**src/rtl/uart_apb4_bridge_pkg.sv**
```systemverilog
// Shared types and constants for the UART byte-stream to APB4 initiator bridge.
package uart_apb4_bridge_pkg;

  typedef enum logic [2:0] {
    S_IDLE,
    S_ADDR,
    S_WDATA,
    S_SETUP,
    S_ACCESS,
    S_RESP
  } state_e;

  localparam logic [7:0] CMD_WR = 8'h57;
  localparam logic [7:0] CMD_RD = 8'h52;

  localparam logic [7:0] ST_OK     = 8'h00;
  localparam logic [7:0] ST_SLVERR = 8'h01;
  localparam logic [7:0] ST_BADCMD = 8'h02;

  localparam int unsigned RESP_W     = 40;
  localparam int unsigned RESP_CNT_W = 3;

  localparam logic [RESP_CNT_W-1:0] RESP_BYTES_WR = 3'd1;
  localparam logic [RESP_CNT_W-1:0] RESP_BYTES_RD = 3'd5;

endpackage

```
**src/rtl/uart_apb4_bridge_resp.sv**
```systemverilog
// Response serializer: loads up to five bytes at once and streams them LSB-first
// over a valid/ready byte interface.
module uart_apb4_bridge_resp
  import uart_apb4_bridge_pkg::*;
(
  input  logic                  clk_i,
  input  logic                  rst_i,
  input  logic                  load_i,
  input  logic [RESP_W-1:0]     load_data_i,
  input  logic [RESP_CNT_W-1:0] load_count_i,
  output logic [7:0]            tx_data_o,
  output logic                  tx_valid_o,
  input  logic                  tx_ready_i,
  output logic                  last_o
);

  logic [RESP_W-1:0]     shift_q, shift_d;
  logic [RESP_CNT_W-1:0] count_q, count_d;
  logic                  tx_hs;

  assign tx_valid_o = (count_q != '0);
  assign tx_data_o  = shift_q[7:0];
  assign tx_hs      = tx_valid_o & tx_ready_i;
  assign last_o     = tx_hs & (count_q == RESP_CNT_W'(1));

  // NOTE: every combinational output gets a default first so no path can infer a latch.
  always_comb begin
    shift_d = shift_q;
    count_d = count_q;
    if (load_i) begin
      shift_d = load_data_i;
      count_d = load_count_i;
    end else if (tx_hs) begin
      shift_d = {8'h00, shift_q[RESP_W-1:8]};
      count_d = count_q - RESP_CNT_W'(1);
    end
  end

  // NOTE: state registers use non-blocking assignments so every flop samples pre-edge values.
  always_ff @(posedge clk_i) begin
    if (rst_i) begin
      shift_q <= '0;
      count_q <= '0;
    end else begin
      shift_q <= shift_d;
      count_q <= count_d;
    end
  end

endmodule

```
**src/rtl/uart_apb4_bridge.sv**
```systemverilog
// UART command-frame decoder and single-transfer APB4 initiator.
// Optional inter-byte timeout: define UART_APB4_BRIDGE_BYTE_TIMEOUT_EN.
module uart_apb4_bridge
  import uart_apb4_bridge_pkg::*;
#(
  parameter int unsigned TIMEOUT_CYCLES = 1000000,
  parameter int unsigned TO_WIDTH       = $clog2(TIMEOUT_CYCLES + 1)
) (
  input  logic        clk_i,
  input  logic        rst_i,
  input  logic [7:0]  rx_data_i,
  input  logic        rx_valid_i,
  output logic        rx_ready_o,
  output logic [7:0]  tx_data_o,
  output logic        tx_valid_o,
  input  logic        tx_ready_i,
  output logic [31:0] paddr_o,
  output logic [2:0]  pprot_o,
  output logic        psel_o,
  output logic        penable_o,
  output logic        pwrite_o,
  output logic [31:0] pwdata_o,
  output logic [3:0]  pstrb_o,
  input  logic        pready_i,
  input  logic [31:0] prdata_i,
  input  logic        pslverr_i
);

  state_e      state_q, state_d;
  logic [1:0]  cnt_q, cnt_d;
  logic [31:0] paddr_q, paddr_d;
  logic [31:0] pwdata_q, pwdata_d;
  logic        pwrite_q, pwrite_d;

  logic                  rx_hs;
  logic                  resp_load;
  logic [RESP_W-1:0]     resp_data;
  logic [RESP_CNT_W-1:0] resp_count;
  logic                  resp_last;

  assign rx_ready_o = (state_q == S_IDLE) || (state_q == S_ADDR) || (state_q == S_WDATA);
  assign rx_hs      = rx_valid_i & rx_ready_o;

  assign psel_o    = (state_q == S_SETUP) || (state_q == S_ACCESS);
  assign penable_o = (state_q == S_ACCESS);
  assign pwrite_o  = pwrite_q;
  assign paddr_o   = paddr_q;
  assign pwdata_o  = pwdata_q;
  assign pstrb_o   = pwrite_q ? 4'hF : 4'h0;
  assign pprot_o   = 3'b000;

`ifdef UART_APB4_BRIDGE_BYTE_TIMEOUT_EN
  logic [TO_WIDTH-1:0] to_q, to_d;
  logic                timeout_hit;

  // Idle cycles are counted only while a frame is partially received.
  always_comb begin
    to_d        = '0;
    timeout_hit = 1'b0;
    if (((state_q == S_ADDR) || (state_q == S_WDATA)) && !rx_hs) begin
      if (to_q == TO_WIDTH'(TIMEOUT_CYCLES - 1)) timeout_hit = 1'b1;
      else                                       to_d        = to_q + 1'b1;
    end
  end

  always_ff @(posedge clk_i) begin
    if (rst_i) to_q <= '0;
    else       to_q <= to_d;
  end
`endif

  always_comb begin
    state_d    = state_q;
    cnt_d      = cnt_q;
    paddr_d    = paddr_q;
    pwdata_d   = pwdata_q;
    pwrite_d   = pwrite_q;
    resp_load  = 1'b0;
    resp_data  = '0;
    resp_count = '0;
    unique case (state_q)
      S_IDLE: begin
        cnt_d = '0;
        if (rx_hs) begin
          if ((rx_data_i == CMD_WR) || (rx_data_i == CMD_RD)) begin
            pwrite_d = (rx_data_i == CMD_WR);
            state_d  = S_ADDR;
          end else begin
            resp_load  = 1'b1;
            resp_data  = {32'h0, ST_BADCMD};
            resp_count = RESP_BYTES_WR;
            state_d    = S_RESP;
          end
        end
      end
      S_ADDR: begin
        if (rx_hs) begin
          paddr_d = {rx_data_i, paddr_q[31:8]};
          cnt_d   = cnt_q + 2'd1;
          if (cnt_q == 2'd3) state_d = pwrite_q ? S_WDATA : S_SETUP;
        end
      end
      S_WDATA: begin
        if (rx_hs) begin
          pwdata_d = {rx_data_i, pwdata_q[31:8]};
          cnt_d    = cnt_q + 2'd1;
          if (cnt_q == 2'd3) state_d = S_SETUP;
        end
      end
      S_SETUP: state_d = S_ACCESS;
      S_ACCESS: begin
        // Completion data goes straight into the serializer; write responses send only the status.
        if (pready_i) begin
          resp_load  = 1'b1;
          resp_data  = {prdata_i, pslverr_i ? ST_SLVERR : ST_OK};
          resp_count = pwrite_q ? RESP_BYTES_WR : RESP_BYTES_RD;
          state_d    = S_RESP;
        end
      end
      S_RESP: begin
        if (resp_last) state_d = S_IDLE;
      end
      default: state_d = S_IDLE;
    endcase
`ifdef UART_APB4_BRIDGE_BYTE_TIMEOUT_EN
    if (timeout_hit) begin
      state_d = S_IDLE;
      cnt_d   = '0;
    end
`endif
  end

  always_ff @(posedge clk_i) begin
    if (rst_i) begin
      state_q  <= S_IDLE;
      cnt_q    <= '0;
      paddr_q  <= '0;
      pwdata_q <= '0;
      pwrite_q <= 1'b0;
    end else begin
      state_q  <= state_d;
      cnt_q    <= cnt_d;
      paddr_q  <= paddr_d;
      pwdata_q <= pwdata_d;
      pwrite_q <= pwrite_d;
    end
  end

  uart_apb4_bridge_resp u_resp (
    .clk_i        (clk_i),
    .rst_i        (rst_i),
    .load_i       (resp_load),
    .load_data_i  (resp_data),
    .load_count_i (resp_count),
    .tx_data_o    (tx_data_o),
    .tx_valid_o   (tx_valid_o),
    .tx_ready_i   (tx_ready_i),
    .last_o       (resp_last)
  );

endmodule

```
**config.mk**
```make
export PLATFORM = sky130hd
export DESIGN_NAME = uart_apb4_bridge
export DESIGN_NICKNAME = d
export VERILOG_FILES = /design/src/rtl/uart_apb4_bridge_pkg.sv /design/src/rtl/uart_apb4_bridge_resp.sv /design/src/rtl/uart_apb4_bridge.sv
export SDC_FILE = /design/constraint.sdc
export NUM_CORES = 1
export LEC_CHECK = 0
export BUFFER_PORTS_ARGS = -buffer_cell sky130_fd_sc_hd__buf_2
export CELL_PAD_IN_SITES_DETAIL_PLACEMENT = 1
export CELL_PAD_IN_SITES_GLOBAL_PLACEMENT = 1
export CORE_ASPECT_RATIO = 0.7
export CORE_UTILIZATION = 30
export CTS_BUF_LIST = sky130_fd_sc_hd__clkbuf_4
export CTS_CLUSTER_SIZE = 40
export DETAILED_ROUTE_END_ITERATION = 12
export PLACE_DENSITY = 0.66
export REMOVE_ABC_BUFFERS = 1
export SKIP_CTS_REPAIR_TIMING = 1
export SLEW_MARGIN = 20
export SYNTH_ARGS = -nofsm -noshare
export SYNTH_HDL_FRONTEND = slang
export SYNTH_SLANG_ARGS = --single-unit
export TNS_END_PERCENT = 5
```
**constraint.sdc**
```tcl
create_clock -name clk_i -period 1.6 [get_ports clk_i]
set_clock_uncertainty 0.2 [all_clocks]
set_input_delay 0.08 -clock clk_i [delete_from_list [all_inputs] [get_ports clk_i]]
set_output_delay 0.08 -clock clk_i [all_outputs]
set_load 0.02 [all_outputs]
```
# ---- Word-level counts from Yosys, hierarchy flattened
# Index checks and enable logic that the tools add are counted.
dict set report totals {
  ff_bits 113
  inputBits 46
  out_inout_bits 84
  wordCells 74
}
dict set report classes {
  mux 31
  bitwise 3
  reduce_logical 14
  eq_ne 17
  add_sub_neg 2
}
# cell n
set ops {}
lappend ops {{$mux W40} 3}
lappend ops {{$pmux W40 S2} 1}
lappend ops {{$mux W3} 12}
lappend ops {{$pmux W3 S6} 1}
lappend ops {{$eq A8 B7 Y1 const B} 2}
lappend ops {{$ne A2 B1 Y1 const B} 4}
lappend ops {{$ne A2 B2 Y1 const B} 4}
lappend ops {{$mux W1} 7}
lappend ops {{$reduce_and A7 Y1} 1}
lappend ops {{$eq A3 B1 Y1 const B} 2}
lappend ops {{$eq A3 B2 Y1 const B} 2}
lappend ops {{$eq A3 B3 Y1 const B} 2}
lappend ops {{$mux W2} 3}
lappend ops {{$pmux W3 S2} 1}
lappend ops {{$reduce_and A2 Y1} 3}
lappend ops {{$logic_or A1 B1 Y1} 4}
lappend ops {{$mux W4} 1}
lappend ops {{$pmux W2 S2} 1}
lappend ops {{$reduce_bool A2 Y1} 2}
lappend ops {{$and A1 B1 Y1} 3}
lappend ops {{$logic_not A3 Y1} 1}
lappend ops {{$reduce_and A3 Y1} 1}
lappend ops {{$reduce_bool A3 Y1} 1}
lappend ops {{$sub A3 B1 Y3 const B} 1}
lappend ops {{4 further kinds} 4}

# ---- Longest topological paths before layout
# Gate-level depths: netlist of the first run.
dict set report logic_depth {
  word_depth 7
  mapped_depth 8
  depth_no_buf 6
}

# ---- By module
# A second synthesis of the first run with hierarchy kept.
dict set report hier_totals {
  cells_unflattened 642
  hier_area_um2 5367.6
}
# mod n_inst area_per_inst_um2 cells_each
set by_module_without_submodules {}
lappend by_module_without_submodules {uart_apb4_bridge 1 2979.1 387}
lappend by_module_without_submodules {uart_apb4_bridge_resp 1 2388.5 255}

# ---- Worst setup path after synthesis of the first run
# Ideal clock, no wire load.
dict set report synth_path {
  path_type {register to register}
  from {register u_resp.count_q[0]}
  to {register u_resp.shift_q[25]}
  n_path_buf 2
  period_less_slack_ns 2.002
  required_ns 1.268
  slack_ns -0.402
  stages_incl_launch_ff 9
  t_arrival_ns 1.670
  path_cell_list {dfxtp_1 > inv_1 > ha_1 > nand2b_1 > clkbuf_1 > clkbuf_1 > a21boi_0 > o211ai_1 > a21oi_1}
}
dict set report synth_via {
  elab_chain_len 3
}
# item line
set synth_lines {}
lappend synth_lines {{start, declared} uart_apb4_bridge_resp.sv:18} ;# logic [RESP_CNT_W-1:0] count_q, count_d;
lappend synth_lines {{start signal, assigned} uart_apb4_bridge_resp.sv:46} ;# count_q <= count_d;
lappend synth_lines {{$reduce_bool A3 Y1} uart_apb4_bridge_resp.sv:21} ;# assign tx_valid_o = (count_q != '0);
lappend synth_lines {{net tx_valid_o} uart_apb4_bridge.sv:15} ;# output logic tx_valid_o,
lappend synth_lines {{$and A1 B1 Y1} uart_apb4_bridge_resp.sv:23} ;# assign tx_hs = tx_valid_o & tx_ready_i;
lappend synth_lines {{$reduce_bool A2 Y1 (no line)} n/a}
lappend synth_lines {{end signal, assigned} uart_apb4_bridge_resp.sv:45} ;# shift_q <= shift_d;
lappend synth_lines {{end, declared} uart_apb4_bridge_resp.sv:17} ;# logic [RESP_W-1:0] shift_q, shift_d;
# The timed path passes the listed nets, and every way through them passes these cells.
# A chain may end at the register's enable or synchronous reset.

# ---- Worst setup path in the final report of the first run
dict set report layout_path {
  from {input port rx_data_i[7]}
  to {register u_resp.shift_q[27]}
}
dict set report layout_via {
  elab_chain_len 6
}
# item line
set layout_lines {}
lappend layout_lines {{start, declared} uart_apb4_bridge.sv:11} ;# input logic [7:0] rx_data_i,
lappend layout_lines {{$eq A8 B7 Y1} uart_apb4_bridge.sv:85} ;# if ((rx_data_i == CMD_WR) || (rx_data_i == CMD_RD)) begin
lappend layout_lines {{$logic_or A1 B1 Y1 *} uart_apb4_bridge.sv:85}
lappend layout_lines {{$mux W1 *} uart_apb4_bridge.sv:85}
lappend layout_lines {{$mux W1 *} uart_apb4_bridge.sv:84} ;# if (rx_hs) begin
lappend layout_lines {{$pmux W1 S2 *} uart_apb4_bridge.sv:81} ;# unique case (state_q)
lappend layout_lines {{$mux W40 or $reduce_bool A2 Y1 (tied branches)} n/a}
# Mark *: on every way between the ends. The rest lies on a longest branch, timed or not.

==> flow_summary.yaml, run 1 <==
worst_setup_path:
  path_buf_inv: 3
  crit_required_ps: 1860
  path_delay_family: "buffers and inverters"
  start_kind: "input pin"
  arrival_ps: 2120
  reg2reg_depth: 7
  reg2reg_slack_ps: -210
  worst_path_max_delay_cell: "dlygate4sd3_1"
  path_class: "in -> reg"
  worst_r2r_endpoint: "u_resp.shift_q[35]"
  end_kind: "flip-flop"
  worstPathCellList: "buf_2 > dlygate4sd3_1 > nand4bb_4 > o311ai_4 > buf_12 > o211ai_1 > a21oi_1"
  crit_fanout: 26
  worst_path_largest_cell_delay_ps: 560
  rr_startpoint: "state_q[0]"
floorplan:
  dieWidth_um: 155
  rows: 38
  dieArea_mm2: 0.0168
  die_y_um: 109
  initial_utilization_pct: 31.1
  num_io_pins: 130
  core_mm2: 0.0157
timing:
  finalSetupViolations: 98
  max_freq_ghz: 0.538
  finalCritPeriodShare_pct: 116
  maxSlewHeadroom_pct: 66.1
  setup_ws_ps: -258
  slew_violations: 0
  worst_pin_slew_ps: 509
  finalSetupTns_ps: -11540
  min_period_ps: 1860
  rsz0062_at_grt: "true"
  hold_viol: 0
power:
  ir_drop_mv: 0.456
  finalPower_mw: 8.06
  leakage_nw: 2.93
  cellPowerDensity_mw_per_mm2: 1130
clock_tree:
  clk_latency_ps: 530
  cts_sinks: 113
  cts-root-buf: "clkbuf_4"
  cts-buffers-inserted: 17
  htreeDepth: 4
  path_clk_slew_ps: 130
  clk_path_buf_depth: 2
  cts_tree: "yes"
drt:
  post_drt_wl_per_cell_um: 16.1
  drc_errors: 0
  antenna_left: 0
  avgViaCountPerCell: 4.83
  route.vias.total: 5010
  drtIter0Drc: 167
  routed_wl_um: 16700
  dr.pass1.iters: 4
yosys:
  yosys.area_share.simple_pct: 21.1
  ys_seq_area_share_pct: 46.2
  synth_adder_area_share_pct: 1.43
  ys_ff_latch: 113
  synthArstFlopShare_pct: 0
  synthMostInstantiatedCell: "nand2_1"
  syn_inst: 614
  syn_area_mm2: 0.00489
  synth_top_area_cell: "dfxtp_1"
  synth_edf_count: 0
  yosysTopAreaCellShare_pct: 46.2
  synthXorXnorAreaFrac_pct: 0.358
  synth_ff_type: "dfxtp_1"
  ys_types: 42
  ys_warn_count: 0
  synth_compound_area_share_pct: 23.0
  synth_top_family_by_area: "compound AO/OA/AOI/OAI gates"
  synth_mux_area_share_pct: 0
  synthTopCellsByArea: "dfxtp_1 (46%), nand2_1 (13%), a21oi_1 (10%)"
  avgSynthCellArea_um2: 7.97
  synth_top_cells_by_count: "nand2_1 (173), dfxtp_1 (113), a21oi_1 (101)"
cells_and_area:
  finish.instance_area_mm2: 0.00713
  area_growth_pct: 45.6
  drive_gt1_share_pct: 31.5
  nNetsFinal: 854
global_route:
  grt_max_degree: 43
  grt_usage_pct: 17.9
  grt_remaining_overflow: 0
  grt_pass1_wl_um: 23900
  grt_pass1_vias: 4686
  antenna_found_initial: 1
placed_design:
  port_buffers: 126
  dpl_cell_area_mm2: 0.00599
  place.gp.congestion: 0.776
  place_ws_ps: -321
  hpwl_um: 10500
min_path:
  hold_depth: 4
  whs_endpoint: "u_resp.shift_q[36]"
  min_path_type: "in -> reg"
  min_from: "prdata_i[28]"
status:
  status: "finished, violations left"
  violations: "setup timing"
run:
  cap_violations: 0
## stage by stage
step / util, % / hold slack (ps) / instances
global placement: 38.1 / 99.4 / 943
detailed placement: 38.1 / 111 / 943
CTS: 40.0 / -486 / 975
floorplan: - / -50.9 / 548
finish: 45.3 / 85.9 / 1038
global route: 45.3 / 83.6 / 1038
## layer usage
metal  track usage [%]  share of wire, %  routed length [um]  vias to the layer above
li1                  -                 -                   -                     2469
met5                 0                 0                   0                        -
met4              4.31               1.0                 170                        0
met2              29.5                48                8070                       89
met1              23.7                48                8000                     2439
met3              4.33               2.7                 448                       13
## area by class of cell
class | instances | area (um2)
diodes | 1 | 2.50
clock buffers | 17 | 128
clock inverters | 15 | 186
fillers | 1883 | 8610
inverters | 8 | 30.0
multi-input cells | 427 | 2390
flip-flops and latches | 113 | 2270
well taps | 220 | 275
repair buffers | 237 | 1840
## worst register-to-register path, delay by kind of cell (launching register included)
kind            cells  cell delay, ps
simple gates        2             350
buf+inv             3             470
compound gates      2             350
flops               1             350
## cells in the final DEF (no fill, tap or decap), drive strengths merged, types with 6 or more instances in the layout
master / Yosys / routed
clkinv: 0 / 8
inv: 8 / 9
dfxtp: 113 / 113
nor3: 7 / 7
a21boi: 26 / 26
nor2: 12 / 12
o211ai: 26 / 26
a31oi: 6 / 6
and3: 26 / 26
a21oi: 102 / 102
buf: 32 / 189
nand2: 173 / 173
dlygate4sd3: 0 / 44
a32oi: 8 / 8
clkbuf: 36 / 21
## cells by family after synthesis
| logic type | Yosys count |
|---|---|
| and+or+nand+nor | 234 |
| AOI/OAI and AO/OA | 182 |
| DFF | 113 |
| buffers and inverters | 76 |
| adders and majority gates | 6 |
| xor gates and xnor gates | 2 |
| other | 1 |
## flip-flops by register name, indices dropped and copies added (netlist names)
register,flops
pwrite_o,1
u_resp.count_q,3
state_q,3
u_resp.shift_q,40
paddr_o,32
pwdata_o,32
cnt_q,2
## worst max path at each step
stage	startpoint	to	slack [ps]	depth (start not counted)
after floorplan	state_q[2]	u_resp.shift_q[32]	-2300	4
after global placement	state_q[1]	u_resp.shift_q[32]	-160	6
after detailed placement	state_q[2]	pwrite_o	-320	4
after CTS	state_q[2]	psel_o	-560	6
after global routing	state_q[0]	psel_o	-340	5
final	rx_data_i[7]	u_resp.shift_q[27]	-260	7
## where the power goes
group | switching, mW | internal (mW)
registers | 0.0851 | 2.96
logic | 1.36 | 1.31
clock network | 1.25 | 1.10
(Power assumes the default switching activity.)
==> run 2: changes to the inputs <==
- CORE_ASPECT_RATIO: 0.7 -> 1.1
- SETUP_SLACK_MARGIN: not set -> 0.02
==> run 2 against run 1 <==
Against the previous run: the run still ends with setup timing left; first-iteration DRC count increased by 32%; sequential power about the same; die area about the same; power increased by 4.5%; critical path depth decreased by 1; register-to-register slack about the same; sequential share of layout area decreased by 0.84 points; fmax decreased by 4.1%; via count increased by 0.54%; combinational power increased by 4%; global-route usage decreased by 0.11 points; count of clock-buffer cells in the layout unchanged; critical path type is now reg -> out.
==> flow_summary.yaml, run 2 (synthesis gave the netlist of run 1 again) <==
cells_and_area:
  final_common_cell: "nand2_1"
  antenna-diode-count: 0
  final_cells: 1019
  regMostFlops: "u_resp.shift_q"
  layout_common_cells: "nand2_1 (171), buf_2 (121), dfxtp_1 (108)"
  area_growth_pct: 49.5
  drive_gt1_share_pct: 35.8
  largest_reg_flops: 40
  nNetsFinal: 857
status:
  violations: "setup timing"
  status: "finished, violations left"
placed_design:
  port_buffers: 126
  dp.cells: 922
  place.gp.congestion: 0.776
  hpwl_um: 9960
  place_ws_ps: -336
global_route:
  grt_pass1_vias: 4780
  antenna_found_initial: 0
  grt_max_degree: 70
  grt_usage_pct: 17.8
  grt_remaining_overflow: 0
  grt_pass1_wl_um: 23300
floorplan:
  rows: 48
  num_io_pins: 130
  initial_utilization_pct: 31.0
  die_y_um: 136
  core_mm2: 0.0158
  dieWidth_um: 124
  dieArea_mm2: 0.0168
worst_setup_path:
  reg2reg_depth: 4
  crit_required_ps: 1320
  worst_r2r_endpoint: "pwrite_o"
  rr_startpoint: "state_q[2]"
  arrival_ps: 1660
  end_kind: "output port"
  crit_fanout: 5
  path_class: "reg -> out"
  start_kind: "flip-flop"
  reg2reg_slack_ps: -200
min_path:
  whs_endpoint: "pwrite_o"
  hold_depth: 5
  min_from: "rx_data_i[2]"
  min_path_type: "in -> reg"
run:
  cap_violations: 0
drt:
  avgViaCountPerCell: 4.94
  dr.pass1.iters: 4
  drc_errors: 0
  routed_wl_um: 15800
  post_drt_wl_per_cell_um: 15.5
  antenna_left: 0
  route.vias.total: 5037
  drtIter0Drc: 220
timing:
  max_freq_ghz: 0.516
  rsz0062_at_grt: "true"
  slew_violations: 0
  whs_ps: 75.3
  finalCritPeriodShare_pct: 121
  finalSetupViolations: 111
  min_period_ps: 1940
  setup_ws_ps: -338
  hold_viol: 0
clock_tree:
  cts_tree: "yes"
  path_clk_slew_ps: 110
  clk_latency_ps: 540
  clk_path_buf_depth: 2
  cts_sinks: 113
  htreeDepth: 4
  cts-root-buf: "clkbuf_4"
  cts-buffers-inserted: 17
power:
  ir_drop_mv: 0.472
  p_comb_share_pct: 33.1
  leakage_nw: 2.99
  cellPowerDensity_mw_per_mm2: 1150
  clkPwrFrac_pct: 30.8
  p_int_mw: 5.79
  p_sw_mw: 2.63
  switching_share_pct: 31.3
  p_seq_share_pct: 36.1
## run 2: worst max-delay path, stage by stage, from the launching register on
cell	delay (ps)
dfxtp_2	350
buf_6	120
buf_8	110
inv_6	30
nor3_4	200
o21bai_4	180
buf_6	130
## run 2: power groups by stage
stage / sequential, mW / combinational, mW / clock, mW
after floorplan: 3.14 / 0.796 / 0
after global placement: 3.08 / 1.85 / 0
after detailed placement: 3.09 / 1.89 / 0
after CTS: 3.03 / 1.90 / 2.66
after global routing: 3.06 / 3.00 / 2.83
final: 3.04 / 2.79 / 2.59
## run 2: worst max path at each step
stage                     cells after the start  slack (ps)        from            endpoint
after CTS                                     6        -890  state_q[2]              psel_o
after detailed placement                      6        -340  state_q[2]   u_resp.count_q[2]
after global placement                        6        -210  state_q[2]   u_resp.count_q[2]
final                                         6        -340  state_q[2]              psel_o
after floorplan                               4       -2300  state_q[2]  u_resp.shift_q[32]
after global routing                          6        -410  state_q[2]              psel_o
## run 2: cell type report
cell class                      count  area, um2
Multi-Input combinational cell    427       2520
Tap cell                          200        250
Fill cell                        1883       8480
Inverter                            8       35.0
Sequential cell                   113       2270
Clock inverter                     14        211
Timing Repair Buffer              240       1910
Clock buffer                       17        128
## run 2: stage by stage
stage	total power [mW]	util [%]	instance area, um2	TNS (ps)
floorplan	3.93	-	4550	-94890
global placement	4.93	37.8	5970	-5230
detailed placement	4.98	37.8	5970	-9640
CTS	7.59	39.9	6310	-14610
global route	8.88	46.3	7320	-23320
finish	8.42	46.3	7320	-14780
## run 2: layer usage
| layer | vias to the layer above | global-route usage [%] | wire (um) |
|---|---|---|---|
| met5 | - | 0 | 0 |
| li1 | 2477 | - | - |
| met3 | 17 | 4.36 | 587 |
| met1 | 2440 | 21.5 | 6910 |
| met2 | 103 | 29.9 | 8120 |
| met4 | 0 | 7.16 | 201 |
==> run 3: changes to the inputs <==
- ABC_AREA: not set -> 1
- PLACE_DENSITY: 0.66 -> 0.67
==> run 3 against run 2 <==
Against the previous run: the run still ends with setup timing left; worst setup slack improved by 190 ps; die area increased by 4.2%; synthesized area increased by 4.2%; fmax increased by 11%; sequential power increased by 35%; flip-flop and latch count unchanged; wire length decreased by 4.5%; global-route usage decreased by 1.1 points; count of clock-buffer cells in the layout increased by 1; power increased by 49%; sequential share of layout area increased by 0.89 points; critical endpoint unchanged; largest power group is now combinational cells; highest routed layer unchanged.
==> flow_summary.yaml, run 3 <==
drt:
  wirelength_met1_um: 6920
  wl_met2_um: 7560
  route.vias.total: 5183
  antenna_left: 0
  post_drt_wl_per_cell_um: 13.2
  dr_wl_met3_um: 382
  avgViaCountPerCell: 4.52
  drtIter0Drc: 257
  highest_layer: "met4"
  dr.pass1.iters: 4
  drc_errors: 0
  routed_wl_um: 15100
clock_tree:
  cts-buffers-inserted: 17
  cts-root-buf: "clkbuf_4"
  clk_path_buf_depth: 2
  htreeDepth: 4
  clk_latency_ps: 520
  cts_tree: "yes"
  path_clk_slew_ps: 100
  cts_sinks: 113
global_route:
  grt_usage_pct: 16.7
  antenna_found_initial: 1
  grt_pass1_vias: 4622
  grt_remaining_overflow: 0
  grt_pass1_wl_um: 23400
  grt_max_degree: 95
power:
  leakage_nw: 3.46
  cellPowerDensity_mw_per_mm2: 1760
  ir_drop_mv: 0.896
yosys:
  synthArstFlopShare_pct: 0
  ys_ff_latch: 113
  synth_top_cells_by_count: "nand2_1 (134), dfxtp_1 (113), inv_1 (100)"
  ys_seq_area_share_pct: 44.3
  synthTopCellsByArea: "dfxtp_1 (44%), nand2_1 (9.9%), inv_1 (7.4%)"
  syn_area_mm2: 0.00510
  synth_edf_count: 0
  ys_types: 27
  synth_ff_type: "dfxtp_1"
  ys_warn_count: 0
  syn_inst: 737
  yosysTopAreaCellShare_pct: 44.3
  synthMostInstantiatedCell: "nand2_1"
  avgSynthCellArea_um2: 6.92
  synth_top_area_cell: "dfxtp_1"
cells_and_area:
  drive_gt1_share_pct: 27.3
  final_util_pct: 43.2
  largest_reg_flops: 40
  area_growth_pct: 39.7
  nNetsFinal: 981
  layout_common_cells: "nand2_1 (129), buf_2 (123), dfxtp_1 (107)"
  final_common_cell: "nand2_1"
  regMostFlops: "u_resp.shift_q"
  final_cells: 1147
worst_setup_path:
  startpoint: "state_q[1]"
  rr_startpoint: "state_q[0]"
  worstPathCellList: "inv_4 > nand2_4 > nor2_4 > buf_6 > inv_2 > nand2_2 > buf_6"
  path_delay_family: "flip-flops"
  crit_required_ps: 1320
  worst_path_max_delay_cell: "dfxtp_2"
  path_common_cell: "buf_6"
  start_kind: "flip-flop"
  end_kind: "output port"
  worst_path_largest_cell_delay_ps: 350
  arrival_ps: 1470
  reg2reg_slack_ps: -110
  path_class: "reg -> out"
  path_buf_inv: 4
  crit_fanout: 5
  worst_r2r_endpoint: "u_resp.shift_q[24]"
  reg2reg_depth: 10
placed_design:
  dp.cells: 1061
  hpwl_um: 9710
  place.gp.congestion: 0.767
  port_buffers: 126
floorplan:
  num_io_pins: 130
  dieWidth_um: 126
  dieArea_mm2: 0.0175
  rows: 49
  die_y_um: 139
  initial_utilization_pct: 30.9
  core_mm2: 0.0165
min_path:
  min_from: "prdata_i[27]"
  whs_endpoint: "u_resp.shift_q[35]"
  min_path_type: "in -> reg"
  hold_depth: 4
timing:
  finalSetupViolations: 49
  slew_violations: 0
  rsz0062_at_grt: "true"
  finalCritPeriodShare_pct: 109
  finalSetupTns_ps: -1750
  min_period_ps: 1750
  setup_ws_ps: -147
  max_freq_ghz: 0.572
  hold_viol: 0
status:
  violations: "setup timing"
  status: "finished, violations left"
run:
  cap_violations: 0
## run 3: worst max-delay path by stage
stage,endpoint,slack (ps),depth (start not counted)
after floorplan,u_resp.count_q[2],-1160,10
after global placement,u_resp.shift_q[27],-80,10
after detailed placement,u_resp.shift_q[24],-130,10
after CTS,psel_o,-390,6
after global routing,psel_o,-270,7
final,psel_o,-150,7
## run 3: logic make-up (layout without fill, tap and decap cells)
group                      Yosys count  in the layout  synth area share (%)
AOI/OAI and AO/OA                  130            130                  12.8
adders and majority gates            4              4                 0.981
xor gates and xnor gates             2              2                 0.343
and+or+nand+nor                    318            318                  27.2
other                                1              4                0.0735
buffers and inverters              169            372                  14.3
DFF                                113            113                  44.3
## run 3: worst min-delay path, stage by stage
cell and delay, ps:
dlygate4sd3_1 520, buf_2 110, nand2_1 50, a21oi_1 50
## run 3: where the power goes
| group | switching (mW) | internal, mW |
|---|---|---|
| Sequential | 0.422 | 3.67 |
| Combinational | 3.72 | 2.73 |
| Clock | 1.13 | 0.905 |
## run 3: cell type report
cell class,instances,area (um2)
diodes,1,2.50
clock buffers,18,135
clock inverters,12,120
fillers,2100,9370
inverters,108,413
multi-input cells,457,2190
flip-flops and latches,113,2270
well taps,204,255
repair buffers,234,1730
## run 3: stage by stage
step | setup WS, ps | hold WS [ps] | power, mW | instance area, um2
after floorplan | -1160 | -50.9 | 7.73 | 4780
final | -147 | 144 | 12.6 | 7130
after CTS | -390 | -453 | 12.1 | 6450
after global routing | -267 | 107 | 13.7 | 7130
after detailed placement | -131 | 141 | 10.0 | 6190
after global placement | -80.1 | 136 | 9.91 | 6190
## run 3: layer usage
layer  GRT usage, %  up-vias
met5              0        -
met4           5.20        0
met3           4.32       16
met2           27.0       73
met1           21.7     2389
li1               -     2705
